## config.mk

```make
export PLATFORM = sky130hd
export DESIGN_NAME = a2d_chan_monitor
export DESIGN_NICKNAME = d
export VERILOG_FILES = /design/src/rtl/a2d_chan_monitor.sv
export SDC_FILE = /design/constraint.sdc
export NUM_CORES = 1
export LEC_CHECK = 0
export CORE_UTILIZATION = 40
export CTS_CLUSTER_DIAMETER = 120
export DETAILED_ROUTE_END_ITERATION = 8
export GPL_TIMING_DRIVEN = 0
export PLACE_DENSITY = 0.62
export SLEW_MARGIN = 0
export SYNTH_ARGS = -nofsm -noshare
export SYNTH_HDL_FRONTEND = slang
export SYNTH_SLANG_ARGS = --single-unit
```

## constraint.sdc

```tcl
create_clock -name clk -period 4.2 [get_ports clk]
set_input_delay 0.84 -clock clk [delete_from_list [all_inputs] [get_ports clk]]
set_output_delay 0.84 -clock clk [all_outputs]
set_load 0.02 [all_outputs]
```

## src/rtl/a2d_chan_monitor.sv

```systemverilog
// rtl/a2d_chan_monitor.sv - round-robin A2D channel reader with averaging and hysteretic low flags
// Each round issues a command/read SPI pair per channel; averages publish every 2^AVG_LOG2 rounds.

module a2d_chan_monitor #(
  parameter int                  NUM_CH    = 4,
  parameter int                  DATA_W    = 12,
  parameter logic [NUM_CH*3-1:0] CH_ADDR   = {3'd5, 3'd4, 3'd6, 3'd0},
  parameter int                  AVG_LOG2  = 2,
  parameter logic [DATA_W-1:0]   LOW_THRES = DATA_W'('h800),
  parameter logic [DATA_W-1:0]   HYST      = DATA_W'('h040),
  parameter int                  TMO       = 1024
) (
  input  logic                     clk,
  input  logic                     rst_n,
  input  logic                     nxt,
  output logic                     spi_wrt,
  output logic [15:0]              spi_cmd,
  input  logic                     spi_done,
  input  logic [15:0]              spi_resp,
  output logic [NUM_CH*DATA_W-1:0] ch_data,
  output logic [NUM_CH-1:0]        ch_vld,
  output logic [NUM_CH-1:0]        low_flag,
  output logic                     round_done,
  output logic                     busy,
  output logic                     tmo_err
);

  localparam int ACC_W = DATA_W + AVG_LOG2;
  localparam int CNT_W = (AVG_LOG2 > 0) ? AVG_LOG2 : 1;
  localparam int TMO_W = $clog2(TMO + 1);
  localparam int CH_W  = (NUM_CH > 1) ? $clog2(NUM_CH) : 1;

  localparam logic [DATA_W:0]   CLR_SUM = {1'b0, LOW_THRES} + {1'b0, HYST};
  localparam logic [DATA_W-1:0] CLR_LVL = CLR_SUM[DATA_W] ? {DATA_W{1'b1}} : CLR_SUM[DATA_W-1:0];

  localparam logic [2:0] S_IDLE  = 3'd0;
  localparam logic [2:0] S_CMD   = 3'd1;
  localparam logic [2:0] S_WAIT1 = 3'd2;
  localparam logic [2:0] S_GAP   = 3'd3;
  localparam logic [2:0] S_READ  = 3'd4;
  localparam logic [2:0] S_WAIT2 = 3'd5;
  localparam logic [2:0] S_ACC   = 3'd6;
  localparam logic [2:0] S_FIN   = 3'd7;

  logic [2:0]               r_state;
  logic [CH_W-1:0]          r_ch;
  logic [ACC_W-1:0]         r_acc [NUM_CH];
  logic [CNT_W-1:0]         r_smp_cnt;
  logic [TMO_W-1:0]         r_tmo_cnt;
  logic [DATA_W-1:0]        r_sample;
  logic [15:0]              r_spi_cmd;
  logic [NUM_CH*DATA_W-1:0] r_ch_data;
  logic [NUM_CH-1:0]        r_ch_vld;
  logic [NUM_CH-1:0]        r_low_flag;
  logic                     r_tmo_err;

  logic                     w_in_wait;
  logic                     w_tmo_hit;
  logic                     w_last_ch;
  logic                     w_wrap;
  logic                     w_unused_resp;
  logic [ACC_W-1:0]         w_acc_sum [NUM_CH];
  logic [DATA_W-1:0]        w_avg [NUM_CH];

  function automatic logic [15:0] cmd_word(input logic [CH_W-1:0] ch);
    return {2'b00, CH_ADDR[3*int'(ch) +: 3], 11'h000};
  endfunction

  assign w_in_wait     = (r_state == S_WAIT1) || (r_state == S_WAIT2);
  assign w_tmo_hit     = w_in_wait && !spi_done && (r_tmo_cnt == TMO_W'(TMO - 1));
  assign w_last_ch     = (r_ch == CH_W'(NUM_CH - 1));
  assign w_wrap        = (AVG_LOG2 == 0) || (r_smp_cnt == CNT_W'((1 << AVG_LOG2) - 1));
  assign w_unused_resp = ^spi_resp[15:DATA_W];

  // Only the active channel gains the sample; this sum is what publishes on the last ACC.
  always_comb begin
    for (int i = 0; i < NUM_CH; i++) begin
      w_acc_sum[i] = r_acc[i] + ((r_ch == CH_W'(i)) ? ACC_W'(r_sample) : '0);
      w_avg[i]     = w_acc_sum[i][ACC_W-1:AVG_LOG2];
    end
  end

  always_ff @(posedge clk) begin
    if (!rst_n) begin
      r_state    <= S_IDLE;
      r_ch       <= '0;
      r_smp_cnt  <= '0;
      r_tmo_cnt  <= '0;
      r_sample   <= '0;
      r_spi_cmd  <= '0;
      r_ch_data  <= '0;
      r_ch_vld   <= '0;
      r_low_flag <= '0;
      r_tmo_err  <= 1'b0;
      for (int i = 0; i < NUM_CH; i++) r_acc[i] <= '0;
    end else begin
      r_ch_vld <= '0;
      case (r_state)
        S_IDLE: begin
          if (nxt) begin
            r_state   <= S_CMD;
            r_ch      <= '0;
            r_spi_cmd <= cmd_word('0);
          end
        end
        S_CMD: begin
          r_state   <= S_WAIT1;
          r_tmo_cnt <= '0;
        end
        S_WAIT1, S_WAIT2: begin
          if (spi_done) begin
            r_state <= (r_state == S_WAIT1) ? S_GAP : S_ACC;
            if (r_state == S_WAIT2) r_sample <= spi_resp[DATA_W-1:0];
          end else if (w_tmo_hit) begin
            r_tmo_err <= 1'b1;
            r_sample  <= '0;
            r_state   <= S_ACC;
          end else begin
            r_tmo_cnt <= r_tmo_cnt + TMO_W'(1);
          end
        end
        S_GAP: r_state <= S_READ;
        S_READ: begin
          r_state   <= S_WAIT2;
          r_tmo_cnt <= '0;
        end
        S_ACC: begin
          if (w_last_ch) begin
            r_state <= S_FIN;
            r_ch    <= '0;
            if (AVG_LOG2 > 0) r_smp_cnt <= r_smp_cnt + CNT_W'(1);
            for (int i = 0; i < NUM_CH; i++) begin
              if (w_wrap) begin
                r_acc[i]                       <= '0;
                r_ch_data[i*DATA_W +: DATA_W]  <= w_avg[i];
                r_ch_vld[i]                    <= 1'b1;
                if (w_avg[i] < LOW_THRES)     r_low_flag[i] <= 1'b1;
                else if (w_avg[i] >= CLR_LVL) r_low_flag[i] <= 1'b0;
              end else begin
                r_acc[i] <= w_acc_sum[i];
              end
            end
          end else begin
            for (int i = 0; i < NUM_CH; i++) r_acc[i] <= w_acc_sum[i];
            r_ch      <= r_ch + CH_W'(1);
            r_spi_cmd <= cmd_word(r_ch + CH_W'(1));
            r_state   <= S_CMD;
          end
        end
        S_FIN:   r_state <= S_IDLE;
        default: r_state <= S_IDLE;
      endcase
    end
  end

  assign spi_wrt    = (r_state == S_CMD) || (r_state == S_READ);
  assign spi_cmd    = r_spi_cmd;
  assign busy       = (r_state != S_IDLE) && (r_state != S_FIN);
  assign round_done = (r_state == S_FIN);
  assign ch_data    = r_ch_data;
  assign ch_vld     = r_ch_vld;
  assign low_flag   = r_low_flag;
  assign tmo_err    = r_tmo_err;

endmodule
```

==> flow_summary.toml, run 1 <==
[cts]
insertion_delay_ns = 0.43
cts_root_buffer = "clkbuf_16"
clock-sinks = 143
count_of_h_tree_levels_built_during_cts = 4
cts.hold.buffers_added = 0
number_of_buffers_inserted_by_post_cts_setup_repair = 0
clock_path_buffers = 2
tritoncts = "yes"
cts.clk_slew.worst_paths_ns = 0.07
post_cts_resized = 0
numCtsBuffers = 17

[setup_path]
r2r_worst_path_depth = 12
critPathRequiredTime_ns = 4.55
timing.critical_path.buf_inv = 2
cp_top_family = "compound AO/OA/AOI/OAI gates"
critical-path-slowest-cell = "dfxtp_1"
worstPathArrival_ns = 4.00
timing_worst_setup_path_type = "flip-flop to flip-flop"
critPathLaunchType = "flip-flop"
worstSetupEndpointType = "flip-flop"
path_depth = 12
critPathMaxStageDelay_ns = 0.43
critical_path_peak_fanout = 10
critical_path.cell_chain = "ha_1, clkbuf_1, clkbuf_1, and2_1, ha_1, a211oi_2, o21ai_1, a21o_1, a21o_1, or3_1, a2111o_1, o22ai_1"

[timing]
report.final.setup_viol = 0
rsz_0062_raised_after_global_routing = "no"
min_setup_slack_post_route_ns = 0.553
timing.final.crit_period_ns = 3.65
setup_total_negative_slack_ns = 0
fmax_mhz = 274
timing.slew.headroom = 0.368
fin_worst_skew_ns = 0.00901
worst-slew-pin-transition_ns = 0.948
drv_slew = 0
timing.final.hold_violations = 0
period_utilization_post_route = 0.868

[placed_design]
place_worst_setup_slack_ns = 0.380
globalplace.congestion = 0.894
io_buffers = 77
detailedPlacementHpwl_um = 16500

[worst_hold_path]
holdPathStages = 2
timing.hold.worst.class = "flip-flop to flip-flop"

[route]
drt_iter0_drcs = 617
detail_route.vias_per_cell = 5.38
drtAntennaViolNets = 0
routedWlPerCell_um = 17.7
vias = 7025
wl_um = 23100
drt-pass1-iter-count = 5
drcViolationCount = 0

[grt]
grt_util_all_layers = 0.225
grt_start_max_net_pins = 17
number_of_global_route_vias_before_repair = 6664
grt_overflow = 0
antenna_found_initial = 0
grt_pass1_wl_um = 36300

[synthesis]
post_synth_main_area_contributors = "dfxtp_1 (21%), edfxtp_1 (21%), ha_1 (8.4%)"
synth_sequential_area_ratio = 0.419
synth-main-ff-cell = "dfxtp_1"
syn-instance-count = 919
post_synth.cell_area_avg_sq_um = 8.90
number_of_enable_flip_flop_cells_after_synthesis = 56
synth_largest_area_cell = "dfxtp_1"
synth.ff_latch_count = 143
syn_area_sq_um = 8180
asyncSetResetFlopFracSynth = 0
synthDistinctLibCells = 63
yosys.area.top_type_share = 0.213
yosys_warnings = 0

[floorplan]
design.die.area_sq_um = 21000
io_pins = 96
dieWidth_um = 145
core_region_area_sq_um = 19700
rows = 51
die-height_um = 145
floorplan.initialDensity = 0.415

[layout]
final_net_count = 1106
areaGrowthSynthToFinish_pct = 20.6
final_layout_size_suffix_gt1_frac = 0.0596
antenna_cells = 0
mostFrequentLayoutCell = "nor2_1"
fillerInstances = 1860
commonest_cells_after_routing_fill_and_taps_aside = "nor2_1 (145), dfxtp_1 (87), a21oi_1 (77), clkdlybuf4s50_1 (77), and2_1 (67)"

[status]
status = "completed"

[power_and_ir_drop]
cellPowerDensity_nw_per_um2 = 330
power_mw = 3.25
static-leakage-power_nw = 3.83
vdd.ir_drop.worst_mv = 0.272

[run]
drv_cap = 0
sequential cells by signal (all words and copies together) (netlist names), 2 cells and up:
name / flops
r_acc: 56
ch_data: 48
r_sample: 12
r_tmo_cnt: 11
low_flag: 4
r_state: 3
spi_cmd: 3
r_ch: 2
r_smp_cnt: 2
per-layer routing:
metal	part of all wire	GRT usage	routed length, um
met1	0.45	0.302	10500
met5	0	0	0
met4	0.024	0.0798	548
met3	0.067	0.0509	1550
met2	0.45	0.354	10500
cell families after synthesis:
group	count (synthesis)	share of synthesized area
AND/OR/NAND/NOR	367	0.218
AO/OA/AOI/OAI	212	0.163
flip-flops	143	0.419
buffers and inverters	80	0.0441
adder cells (fa/ha/maj)	59	0.0940
XOR/XNOR	53	0.0568
other	1	0.000459
multiplexers	4	0.00490
power by group:
group	total (mW)	internal, mW	switching [mW]
clock network	1.42	0.765	0.659
registers	1.50	1.48	0.0230
logic	0.329	0.116	0.212
total	3.25	2.36	0.895
synth_stat cells (22+ instances only):
cell      number
a21oi_1       77
and2_1        67
clkbuf_1      40
dfxtp_1       87
edfxtp_1      56
ha_1          55
inv_1         22
nand2_1       54
nand3_1       26
nor2_1       145
o21ai_0       40
xnor2_1       29
xor2_1        24
stage by stage:
step / cell area [sq um] / hold slack (ns) / utilization / cells
after floorplan: 8220 / 0.440 / - / 931
after global placement: 9320 / 0.445 / 0.473 / 1273
after detailed placement: 9320 / 0.449 / 0.473 / 1273
after CTS: 9860 / 0.458 / 0.500 / 1305
after global routing: 9860 / 0.482 / 0.500 / 1305
final: 9860 / 0.455 / 0.500 / 1305
layout make-up:
| type | instances | area (sq um) | share of cell area |
|---|---|---|---|
| Buffer | 57 | 274 | 0.0278 |
| Clock inverter | 14 | 108 | 0.0109 |
| Multi-Input combinational cell | 708 | 4440 | 0.450 |
| Clock buffer | 18 | 429 | 0.0435 |
| Tap cell | 265 | 332 | 0.0336 |
| Inverter | 23 | 86.3 | 0.00876 |
| Timing Repair Buffer | 77 | 771 | 0.0782 |
| Sequential cell | 143 | 3420 | 0.347 |
worst paths after layout:
kind / start / to / slack (ns)
max: r_ch[0] / low_flag[3] / 0.55
max reg2reg: r_ch[0] / low_flag[3] / 0.55
min: ch_data[34] / ch_data[34] / 0.46
min reg2reg: ch_data[34] / ch_data[34] / 0.46
worst min-delay path, cell delays in order, from the launching register on:
cell and delay [ns]:
dfxtp_1 0.31, nand2_1 0.05, a21oi_1 0.05
Note: power is estimated with default switching activity, not from simulation.
==> run 2: changes to the inputs <==
--- a/config.mk
+++ b/config.mk
@@ -5,11 +5,12 @@
 export SDC_FILE = /design/constraint.sdc
 export NUM_CORES = 1
 export LEC_CHECK = 0
+export ABC_AREA = 1
 export CORE_UTILIZATION = 40
 export CTS_CLUSTER_DIAMETER = 120
 export DETAILED_ROUTE_END_ITERATION = 8
-export GPL_TIMING_DRIVEN = 0
 export PLACE_DENSITY = 0.62
+export RECOVER_POWER = 25
 export SLEW_MARGIN = 0
 export SYNTH_ARGS = -nofsm -noshare
 export SYNTH_HDL_FRONTEND = slang
==> flow_summary.toml, run 2 <==
[setup_path]
critical-path-slowest-cell = "ha_1"
critPathLaunch = "r_ch[0]"
critical_path_peak_fanout = 13
worst_path_most_repeated_cell = "nand2_1"
worstSetupEndpointType = "flip-flop"
critPathMaxStageDelay_ns = 0.48
r2r_worst_path_depth = 18
critPathLaunchType = "flip-flop"
critical_path.cell_chain = "inv_1, ha_1, nand2_1, inv_1, ha_1, inv_1, fa_1, inv_1, nand3_1, nand3_1, nand2_1, nand3_1, nand2_1, nor2_1, nand3_1, nand2_1, nand2_1, a21oi_1"
r2r_end = "low_flag[0]"
critPathCapture = "low_flag[0]"
critical_r2r_launch = "r_ch[0]"
critPathRequiredTime_ns = 4.55
worstPathArrival_ns = 3.28
setup.reg_to_reg.worst_slack_ns = 1.28
timing_worst_setup_path_type = "flip-flop to flip-flop"

[placed_design]
globalplace.congestion = 0.908
detailedPlacementHpwl_um = 15900
io_buffers = 78

[floorplan]
floorplan.initialDensity = 0.410
die-height_um = 152
io_pins = 96
rows = 54
core_region_area_sq_um = 21900
dieWidth_um = 152
design.die.area_sq_um = 23000

[layout]
mostFrequentLayoutCell = "nand2_1"
commonest_cells_after_routing_fill_and_taps_aside = "nand2_1 (340), inv_1 (242), nor2_1 (115)"
antenna_cells = 0
largest_register = "r_acc"
areaGrowthSynthToFinish_pct = 16.6
final_net_count = 1405
largest_register_ffs = 56
post-route-util = 0.477
final_layout_size_suffix_gt1_frac = 0.0329

[grt]
met2_usage = 0.327
met3_global_route_usage = 0.0293
number_of_global_route_vias_before_repair = 7254
met1_usage = 0.263
grt_overflow = 0
grt_busiest_layer = "met2"
grt_pass1_wl_um = 35100
grt_util_all_layers = 0.197
antenna_found_initial = 0
grt_start_max_net_pins = 62

[route]
detail_route.vias_per_cell = 4.81
drtAntennaViolNets = 0
routedWlPerCell_um = 13.3
drt_iter0_drcs = 432
drcViolationCount = 0
wl_um = 21500
vias = 7794
drt-pass1-iter-count = 8

[cts]
tritoncts = "yes"
cts.clk_slew.worst_paths_ns = 0.06
number_of_buffers_inserted_by_post_cts_setup_repair = 0
insertion_delay_ns = 0.42
clock-sinks = 143
cts_root_buffer = "clkbuf_16"
cts.hold.buffers_added = 0
clock_path_buffers = 2
numCtsBuffers = 17
count_of_h_tree_levels_built_during_cts = 4
post_cts_resized = 0

[power_and_ir_drop]
p_comb_frac = 0.152
p_int_mw = 2.56
vdd.ir_drop.worst_mv = 0.262
sw_frac_of_total = 0.280
pwr-share-seq = 0.439
static-leakage-power_nw = 5.39
power_frac_clock = 0.409
cellPowerDensity_nw_per_um2 = 340
power_switching_mw = 0.993
power_mw = 3.55

[synthesis]
number_of_enable_flip_flop_cells_after_synthesis = 56
syn_area_sq_um = 8970
yosys.area.top_type_share = 0.194
post_synth.cell_area_avg_sq_um = 7.12
synth.ff_latch_count = 143
yosys_warnings = 0
post-synth-top-count-cell = "nand2_1"
syn-instance-count = 1260
asyncSetResetFlopFracSynth = 0
synthDistinctLibCells = 39
post_synth_main_area_contributors = "dfxtp_1 (19%), edfxtp_1 (19%), nand2_1 (14%)"
synth_largest_area_cell = "dfxtp_1"
cell_types_with_the_highest_counts_after_synthesis = "nand2_1 (340), inv_1 (242), nor2_1 (113)"
synth_sequential_area_ratio = 0.382
synth-main-ff-cell = "dfxtp_1"

[timing]
timing.final.crit_period_ns = 2.92
rsz_0062_raised_after_global_routing = "no"
setup_total_negative_slack_ns = 0
report.final.setup_viol = 0
drv_slew = 0
period_utilization_post_route = 0.696
fin_worst_skew_ns = 0.00938
fmax_mhz = 342
timing.final.hold_violations = 0
timing.slew.headroom = 0.518
worst-slew-pin-transition_ns = 0.722

[status]
status = "completed"

[worst_hold_path]
timing.hold.worst.class = "flip-flop to flip-flop"

[run]
drv_cap = 0
-- run 2: cell types whose count changed after synthesis, sizes merged, moves of 27 or more --
cell | previous run | this run
o211ai | 7 | 44
nor2 | 145 | 118
inv | 23 | 246
and2 | 67 | 0
nand2 | 54 | 342
nand3 | 26 | 94
-- run 2: kinds of logic (layout without fill, tap and decap cells) --
logic type	count (synthesis)	count (layout)	synth area share
adders and majority gates	59	59	0.0857
buffers and inverters	295	362	0.133
DFF	143	143	0.382
other	1	13	0.000418
and+or+nand+nor	589	589	0.274
xor gates and xnor gates	26	26	0.0254
AOI/OAI and AO/OA	147	147	0.0998
-- run 2: routing by layer --
layer | routed length [um] | vias to the layer above | share of wire
li1 | - | 4114 | -
met1 | 10400 | 3505 | 0.48
met2 | 9920 | 153 | 0.46
met3 | 874 | 22 | 0.041
met4 | 371 | 0 | 0.017
met5 | 0 | - | 0
-- run 2: power by group through the flow --
stage,sequential [mW],combinational (mW),clock [mW]
2_1_floorplan,1.58,0.422,0
5_1_grt,1.56,0.614,1.53
6_report,1.56,0.539,1.45
4_1_cts,1.56,0.572,1.48
3_5_place_dp,1.59,0.569,0
3_3_place_gp,1.59,0.567,0
-- run 2: layout make-up --
cell class	count	area (sq um)
Inverter	246	925
Fill cell	2242	11400
Clock buffer	28	539
Multi-Input combinational cell	834	4370
Timing Repair Buffer	84	821
Tap cell	280	350
Clock inverter	4	21.3
Sequential cell	143	3420
-- run 2: through the flow --
stage	hold WS [ns]	setup WS (ns)	instance area, sq um	instances
6_report	0.458	1.28	10500	1619
2_1_floorplan	0.429	1.81	9010	1272
3_3_place_gp	0.446	1.10	9920	1587
3_5_place_dp	0.452	1.10	9920	1587
5_1_grt	0.482	0.921	10500	1619
4_1_cts	0.461	1.25	10500	1619
-- run 2: critical path, delay by kind of cell (launching register included) --
kind	cells	cell delay [ns]
AO/OA/AOI/OAI	1	0.11
flip-flops	1	0.37
adder cells (fa/ha/maj)	3	1.08
buffers and inverters	4	0.37
AND/OR/NAND/NOR	10	0.93
-- run 2: worst min-delay path by stage --
stage,start,to,cells past startpoint
final,r_tmo_cnt[10],r_tmo_cnt[10],2
after global routing,r_tmo_cnt[10],r_tmo_cnt[10],2
after CTS,r_tmo_cnt[10],r_tmo_cnt[10],2
after detailed placement,r_tmo_cnt[10],r_tmo_cnt[10],2
after global placement,r_tmo_cnt[10],r_tmo_cnt[10],2
after floorplan,r_tmo_cnt[10],r_tmo_cnt[10],2
==> run 3: changes to the inputs <==
==> constraint.sdc (replaced) <==
create_clock -name clk -period 3.1 [get_ports clk]
set_input_delay 0.62 -clock clk [delete_from_list [all_inputs] [get_ports clk]]
set_output_delay 0.62 -clock clk [all_outputs]
set_load 0.02 [all_outputs]
==> flow_summary.toml, run 3 (synthesis results as in run 2) <==
[status]
status = "completed"

[floorplan]
rows = 54
dieWidth_um = 152
floorplan.initialDensity = 0.410
io_pins = 96
die-height_um = 152
core_region_area_sq_um = 21900
design.die.area_sq_um = 23000

[layout]
mostFrequentLayoutCell = "nand2_1"
fillerInstances = 2250
post-route-cell-area_sq_um = 10600
largest_register = "r_acc"
largest_register_ffs = 56
final_net_count = 1411
commonest_cells_after_routing_fill_and_taps_aside = "nand2_1 (340), inv_1 (242), nor2_1 (115)"
areaGrowthSynthToFinish_pct = 17.7
antenna_cells = 0
final_layout_size_suffix_gt1_frac = 0.0387

[power_and_ir_drop]
static-leakage-power_nw = 5.39
vdd.ir_drop.worst_mv = 0.357
power_mw = 4.97
cellPowerDensity_nw_per_um2 = 471

[grt]
grt_start_max_net_pins = 61
met1_usage = 0.270
met3_global_route_usage = 0.0362
grt_overflow = 0
antenna_found_initial = 0
number_of_global_route_vias_before_repair = 7398
grt_busiest_layer = "met2"
grt_util_all_layers = 0.202
met2_usage = 0.332
grt_pass1_wl_um = 36100

[timing]
period_utilization_post_route = 0.887
worst-slew-pin-transition_ns = 0.887
fmax_mhz = 364
timing.slew.headroom = 0.409
timing.final.crit_period_ns = 2.75
setup_total_negative_slack_ns = 0
rsz_0062_raised_after_global_routing = "no"
timing.final.hold_violations = 0
min_setup_slack_post_route_ns = 0.351
fin_worst_skew_ns = 0.0107
report.final.setup_viol = 0
drv_slew = 0

[placed_design]
placed_cell_areas_sq_um = 9990
globalplace.congestion = 0.910
place_worst_setup_slack_ns = 0.349
io_buffers = 78
detailedPlacementHpwl_um = 16100

[cts]
cts.clk_slew.worst_paths_ns = 0.06
number_of_buffers_inserted_by_post_cts_setup_repair = 0
post_cts_resized = 0
numCtsBuffers = 17
count_of_h_tree_levels_built_during_cts = 4
cts_root_buffer = "clkbuf_16"
clock-sinks = 143
cts.hold.buffers_added = 0
clock_path_buffers = 2
tritoncts = "yes"
insertion_delay_ns = 0.43

[setup_path]
setup.reg_to_reg.worst_slack_ns = 0.35
worstSetupEndpointType = "flip-flop"
timing_worst_setup_path_type = "flip-flop to flip-flop"
worstPathArrival_ns = 3.10
critical_path_peak_fanout = 7
critPathRequiredTime_ns = 3.45
critPathLaunchType = "flip-flop"

[route]
vias = 7866
drt_iter0_drcs = 482
detail_route.vias_per_cell = 4.84
drtAntennaViolNets = 0
drt-pass1-iter-count = 5
wl_um = 22000
drcViolationCount = 0
routedWlPerCell_um = 13.5

[run]
drv_cap = 0

[worst_hold_path]
timing.hold.worst.class = "flip-flop to flip-flop"
## run 3: cell count changes in the layout (fill, tap and decap cells not counted), sizes merged
| cell | previous run | this run |
|---|---|---|
| inv | 245 | 249 |
| clkinv | 4 | 5 |
| dlygate4sd3 | 37 | 22 |
| bufinv | 0 | 1 |
| clkbuf | 28 | 25 |
| clkdlybuf4s50 | 40 | 55 |
| buf | 7 | 10 |
## run 3: critical path, stage by stage (launching register included)
cell and delay [ns]:
dfxtp_1 0.43, inv_1 0.09, ha_1 0.31, nand2_1 0.10, inv_1 0.04, ha_1 0.22, fa_1 0.44, nand3_1 0.12
nand3_1 0.14, nand2_1 0.12, nand2_1 0.08, nand2_1 0.06, nand2_1 0.06, nor2_1 0.15, nand3_1 0.09, nand2_1 0.06
nand2_1 0.05, a21oi_1 0.11
## run 3: area by class of cell
type                    count  area (sq um)  share of cell area
multi-input cells         834          4370               0.414
flip-flops and latches    143          3420               0.324
inverters                 246           925              0.0876
repair buffers             90           880              0.0833
clock buffers              22           517              0.0490
well taps                 280           350              0.0332
clock inverters            10          93.8             0.00889
## run 3: path summary, 6_finish.rpt
check                      end    startpoint  cells after the start
hold reg to reg   r_smp_cnt[0]  r_smp_cnt[0]                      1
hold / removal    r_smp_cnt[0]  r_smp_cnt[0]                      1
setup / recovery   low_flag[2]       r_ch[0]                     17
setup reg to reg   low_flag[2]       r_ch[0]                     17
## run 3: layer usage
metal	part of all wire	wire (um)
met5	0	0
met3	0.043	937
met1	0.48	10600
met4	0.014	301
met2	0.46	10100
## run 3: report_power, final
group / switching, mW / internal (mW)
Clock: 0.849 / 1.27
Sequential: 0.0640 / 2.05
Combinational: 0.505 / 0.236
Total: 1.42 / 3.55
## run 3: through the flow
step | instances | hold WS, ns | utilization
finish | 1625 | 0.456 | 0.482
global route | 1625 | 0.494 | 0.482
CTS | 1625 | 0.462 | 0.484
detailed placement | 1593 | 0.453 | 0.456
global placement | 1593 | 0.441 | 0.456
floorplan | 1272 | 0.429 | -
